$ cat src/rtl/rgmii_rx_framer.sv
// RGMII receive framer: DDR nibbles -> byte stream with last/error.
// Optional in-band PHY status decode enabled by RGMII_RX_INBAND_STATUS_EN.
module rgmii_rx_framer #(
    parameter int unsigned max_frame_bytes_p = 1522
) (
    input  logic       clk_i,
    input  logic       reset_n_i,
    input  logic [3:0] rxd_rise_i,
    input  logic [3:0] rxd_fall_i,
    input  logic       rx_ctl_rise_i,
    input  logic       rx_ctl_fall_i,
    output logic [7:0] data_o,
    output logic       valid_o,
    output logic       last_o,
    output logic       error_o,
    output logic       link_up_o,
    output logic [1:0] speed_o,
    output logic       full_duplex_o
);

    typedef enum logic [1:0] {
        IDLE,
        PREAMBLE,
        DATA,
        DROP
    } state_e;

    localparam logic [10:0] MaxBytes = 11'(max_frame_bytes_p);
    localparam logic [10:0] CntSat  = 11'h7FF;

    state_e      state_q, state_d;
    logic [7:0]  hold_q, hold_d;
    logic        hold_vld_q, hold_vld_d;
    logic        err_q, err_d;
    logic [10:0] cnt_q, cnt_d;
    logic [7:0]  out_data_q, out_data_d;
    logic        out_vld_q, out_vld_d;
    logic        out_last_q, out_last_d;
    logic        out_err_q, out_err_d;

    logic [7:0]  byte_w;
    logic        dv_w;
    logic        er_w;
    logic        at_limit_w;
    logic [10:0] cnt_inc_w;

    assign byte_w     = {rxd_fall_i, rxd_rise_i};
    assign dv_w       = rx_ctl_rise_i;
    assign er_w       = rx_ctl_rise_i ^ rx_ctl_fall_i;
    assign at_limit_w = (cnt_q >= MaxBytes);
    assign cnt_inc_w  = (cnt_q == CntSat) ? cnt_q : cnt_q + 11'd1;

    // State register
    always_ff @(posedge clk_i) begin
        if (!reset_n_i) begin
            state_q <= IDLE;
        end else begin
            state_q <= state_d;
        end
    end

    // Next-state decode from the current DDR sample
    always_comb begin
        state_d = state_q;
        unique case (state_q)
            IDLE: begin
                if (dv_w) begin
                    if (byte_w == 8'h55 && !er_w) begin
                        state_d = PREAMBLE;
                    end else begin
                        state_d = DROP;
                    end
                end
            end
            PREAMBLE: begin
                if (!dv_w) begin
                    state_d = IDLE;
                end else if (er_w) begin
                    state_d = DROP;
                end else if (byte_w == 8'h55) begin
                    state_d = PREAMBLE;
                end else if (byte_w == 8'hD5) begin
                    state_d = DATA;
                end else begin
                    state_d = DROP;
                end
            end
            DATA: begin
                if (!dv_w) begin
                    state_d = IDLE;
                end else if (at_limit_w) begin
                    state_d = DROP;
                end
            end
            DROP: begin
                if (!dv_w) begin
                    state_d = IDLE;
                end
            end
        endcase
    end

    // Hold register, byte counter, sticky error and beat generation
    always_comb begin
        hold_d     = hold_q;
        hold_vld_d = hold_vld_q;
        err_d      = err_q;
        cnt_d      = cnt_q;
        out_data_d = out_data_q;
        out_vld_d  = 1'b0;
        out_last_d = 1'b0;
        out_err_d  = 1'b0;
        unique case (state_q)
            PREAMBLE: begin
                if (dv_w && !er_w && byte_w == 8'hD5) begin
                    hold_vld_d = 1'b0;
                    err_d      = 1'b0;
                    cnt_d      = '0;
                end
            end
            DATA: begin
                if (!dv_w) begin
                    // End of frame: flush the held byte as the last beat
                    out_vld_d  = hold_vld_q;
                    out_last_d = hold_vld_q;
                    out_err_d  = hold_vld_q & err_q;
                    out_data_d = hold_q;
                    hold_vld_d = 1'b0;
                end else if (at_limit_w) begin
                    // Oversize: close the frame on the held byte as bad
                    out_vld_d  = hold_vld_q;
                    out_last_d = hold_vld_q;
                    out_err_d  = hold_vld_q;
                    out_data_d = hold_q;
                    hold_vld_d = 1'b0;
                    cnt_d      = cnt_inc_w;
                end else begin
                    out_vld_d  = hold_vld_q;
                    out_data_d = hold_q;
                    hold_d     = byte_w;
                    hold_vld_d = 1'b1;
                    cnt_d      = cnt_inc_w;
                    err_d      = err_q | er_w;
                end
            end
            default: begin
                hold_vld_d = hold_vld_q;
            end
        endcase
    end

    // Datapath and output registers
    always_ff @(posedge clk_i) begin
        if (!reset_n_i) begin
            hold_q     <= '0;
            hold_vld_q <= 1'b0;
            err_q      <= 1'b0;
            cnt_q      <= '0;
            out_data_q <= '0;
            out_vld_q  <= 1'b0;
            out_last_q <= 1'b0;
            out_err_q  <= 1'b0;
        end else begin
            hold_q     <= hold_d;
            hold_vld_q <= hold_vld_d;
            err_q      <= err_d;
            cnt_q      <= cnt_d;
            out_data_q <= out_data_d;
            out_vld_q  <= out_vld_d;
            out_last_q <= out_last_d;
            out_err_q  <= out_err_d;
        end
    end

    assign data_o  = out_data_q;
    assign valid_o = out_vld_q;
    assign last_o  = out_last_q;
    assign error_o = out_err_q;

`ifdef RGMII_RX_INBAND_STATUS_EN
    logic       link_q;
    logic [1:0] speed_q;
    logic       dup_q;
    logic       status_upd_w;

    assign status_upd_w = (state_q == IDLE) && !dv_w && !er_w &&
                          (rxd_rise_i == rxd_fall_i);

    // Capture in-band PHY status from inter-frame idle nibbles
    always_ff @(posedge clk_i) begin
        if (!reset_n_i) begin
            link_q  <= 1'b0;
            speed_q <= 2'b00;
            dup_q   <= 1'b0;
        end else if (status_upd_w) begin
            link_q  <= rxd_rise_i[0];
            speed_q <= rxd_rise_i[2:1];
            dup_q   <= rxd_rise_i[3];
        end
    end

    assign link_up_o     = link_q;
    assign speed_o       = speed_q;
    assign full_duplex_o = dup_q;
`else
    assign link_up_o     = 1'b0;
    assign speed_o       = 2'b00;
    assign full_duplex_o = 1'b0;
`endif

endmodule

$ cat config.mk
export PLATFORM = sky130hd
export DESIGN_NAME = rgmii_rx_framer
export DESIGN_NICKNAME = d
export VERILOG_FILES = /design/src/rtl/rgmii_rx_framer.sv
export SDC_FILE = /design/constraint.sdc
export NUM_CORES = 1
export LEC_CHECK = 0
export CORE_MARGIN = 5
export CORE_UTILIZATION = 51
export CTS_CLUSTER_SIZE = 12
export DETAILED_ROUTE_END_ITERATION = 7
export PLACE_DENSITY = 0.88
export SLEW_MARGIN = 5
export SYNTH_ARGS = -nofsm -noshare
export SYNTH_HDL_FRONTEND = slang
export SYNTH_SLANG_ARGS = --single-unit
$ cat constraint.sdc
create_clock -name clk_i -period 1.99 [get_ports clk_i]
set_clock_uncertainty 0.15 [all_clocks]
set_input_delay 0.398 -clock clk_i [delete_from_list [all_inputs] [get_ports clk_i]]
set_output_delay 0.398 -clock clk_i [all_outputs]
set_load 0.005 [all_outputs]
==> impl_metrics.yaml <==
synthesis:
  synth-main-ff-cell: "dfxtp_1"
  synth_cell_types: 38
  syn_area_um2: 1536
  async_reset_ff_share_pct: 0
  yosys_warnings: 0
  syn_avg_cell_area_um2: 8.730
  ys_seq_area_share_pct: 44.30
  synth_edf_count: 0
  ys_seq_elements: 34
  syn_inst: 176
cells_and_area:
  multi_input_area_um2: 779.5
  n_antenna_cell: 0
  drive_gt1_share_pct: 11.11
  final_common_cell: "nand2_1"
  num-nets-final: 222
  areaGrowthSynthToFinish_pct: 25.57
  stdcell_count: 240
  seqCellArea_um2: 680.7
  layout_common_cells: "39 x nand2_1, 34 x dfxtp_1, 22 x clkdlybuf4s50_1, 10 x buf_4, 9 x nor2_1"
  finish.instance_area_um2: 1929
  fillers: 229
route:
  post_drt_wl_per_cell_um: 13.42
  routed_wl_um: 3220
  antenna_left: 0
  vias_per_cell: 5.538
  num_vias: 1329
  drc_errors: 0
  drtIter0Drc: 77
  drtPass1Iterations: 4
global_route:
  grt-busiest-layer: "met2"
  grt_pass1_wl_um: 5464
  antenna_found_initial: 0
  grt_usage_pct: 16.77
  grt_overflow: 0
  grt_pass1_vias: 1285
  use_met1_pct: 18.87
  grt_max_degree: 29
  grtUsageMet3_pct: 3.120
  grt_use_met2_pct: 29.63
worst_setup_path:
  path_cells: "inv_1, ha_1, o41a_1, nand4_1, and3_1, buf_12, mux2i_1"
  crit_arrival_ps: 2020
  endpoint_kind: "register"
  crit_path_top_delay_cell: "dfxtp_1"
  critical-path-top-delay-family: "flip-flops"
  path_buf_inv: 2
  slowest_delay_ps: 370
  reg2reg_from: "cnt_q[0]"
  crit_type: "reg2reg"
  cp.required_ps: 2090
  critPathLaunchType: "register"
  crit_fanout: 10
  crit_start: "cnt_q[0]"
pwr:
  powerDensity_nw_per_um2: 684.1
  p_leak_nw: 0.7081
  ir_drop_v: 0.0003544
  total_power_mw: 1.320
timing:
  timing.final.ws_setup_ps: 73.77
  max_freq_mhz: 521.9
  timing.final.crit_share_pct: 96.29
  setup_violations: 0
  period_minus_slack_ps: 1916
  hold_violations: 0
  tns_ps: 0
  final_max_slew_viol_count: 0
placed_design:
  placed_cell_area_um2: 1843
  pre_cts_slack_ps: -212.5
  gp_congestion: 0.8696
  dp_cells: 233
  port_buffers: 22
  hpwl_um: 2308
floorplanning:
  io_pins: 27
  num_rows: 20
  die-area_um2: 4211
  die_w_um: 64.89
  die_height_um: 64.89
  initial_utilization_pct: 51.60
  core_um2: 2978
run:
  drv_cap: 0
cts:
  clk_pin_slew_ps: 100
  clock-sinks: 34
  root_buffer: "clkbuf_4"
  ctsLongestPathBuffers: 2
  numCtsBuffers: 5
  clock_latency_ps: 330
  cts_setup_buffers: 0
  cts-resized-gates: 0
  cts_hold_buf: 0
  cts_tree: "built"
  h-tree-depth: 2
min_path:
  holdCritStartpoint: "hold_q[2]"
  hold_path.class: "reg2reg"
run_status:
  outcome: "finished, final reports clean"
==> final cells by class <==
cell class                 count  area share, %
tap                           33          2.140
clock buffer                   6          2.659
timing repair buffer          34          17.38
inverter                       3         0.5837
multi-input combinational    129          40.40
clock inverter                 1          1.556
sequential                    34          35.28
==> per-layer routing <==
metal	wire (um)	vias up
li1	-	670
met1	1441	617
met2	1599	30
met3	106	12
met4	72	0
met5	0	-
==> sequential cells by signal, summed over array words and instances (netlist names) <==
signal      count
hold_vld_q      1
valid_o         1
data_o          8
state_q         2
last_o          1
hold_q          8
error_o         1
cnt_q          11
err_q           1
==> stage by stage <==
step | hold WS [ps] | utilization [%]
5_1_grt | 335.4 | 64.79
2_1_floorplan | 285.0 | -
3_5_place_dp | 300.7 | 61.89
3_3_place_gp | 292.8 | 61.89
4_1_cts | 316.2 | 64.62
6_report | 315.9 | 64.79
==> worst paths after layout <==
check,end,slack (ps),cells past startpoint
max,hold_q[5],70,7
min,data_o[2],320,2
max reg2reg,hold_q[5],70,7
min reg2reg,data_o[2],320,2
==> cell families after synthesis <==
logic type,Yosys count,synth area share [%]
DFF,34,44.30
and+or+nand+nor,81,26.14
buffers and inverters,16,6.025
adders and majority gates,3,2.443
other,1,0.2441
AOI/OAI and AO/OA,31,14.49
muxes,8,5.212
xor gates and xnor gates,2,1.140
==> report_power, final <==
part	switching [mW]	internal [mW]	total, mW
logic	0.0503	0.0588	0.109
clock network	0.217	0.292	0.510
registers	0.00946	0.692	0.701
total	0.277	1.04	1.32
==> cell usage after synthesis, types with 2 or more instances <==
cell | number | share of area (%)
nand2_1 | 39 | 9.5
dfxtp_1 | 34 | 44
nor2_1 | 9 | 2.2
a21boi_0 | 8 | 3.9
mux2i_1 | 8 | 5.2
a21oi_1 | 6 | 2.0
nand4_1 | 6 | 2.4
and3_1 | 5 | 2.0
nand3_1 | 5 | 1.6
o21ai_0 | 5 | 1.6
buf_4 | 4 | 2.0
clkbuf_1 | 4 | 0.98
ha_1 | 3 | 2.4
inv_1 | 3 | 0.73
nor3_1 | 3 | 0.98
o21a_1 | 3 | 1.5
or3_1 | 3 | 1.2
a211oi_1 | 2 | 0.98
a31oi_1 | 2 | 0.81
and3b_1 | 2 | 1.1
buf_2 | 2 | 0.65
buf_6 | 2 | 1.5
nor4bb_1 | 2 | 1.3
xnor2_1 | 2 | 1.1
==> worst reg2reg max path: stages, from the launching register on <==
cell	delay, ps
dfxtp_1	370
inv_1	70
ha_1	200
o41a_1	310
nand4_1	150
and3_1	220
buf_12	150
mux2i_1	220
Note: power is estimated with default switching activity, not from simulation.
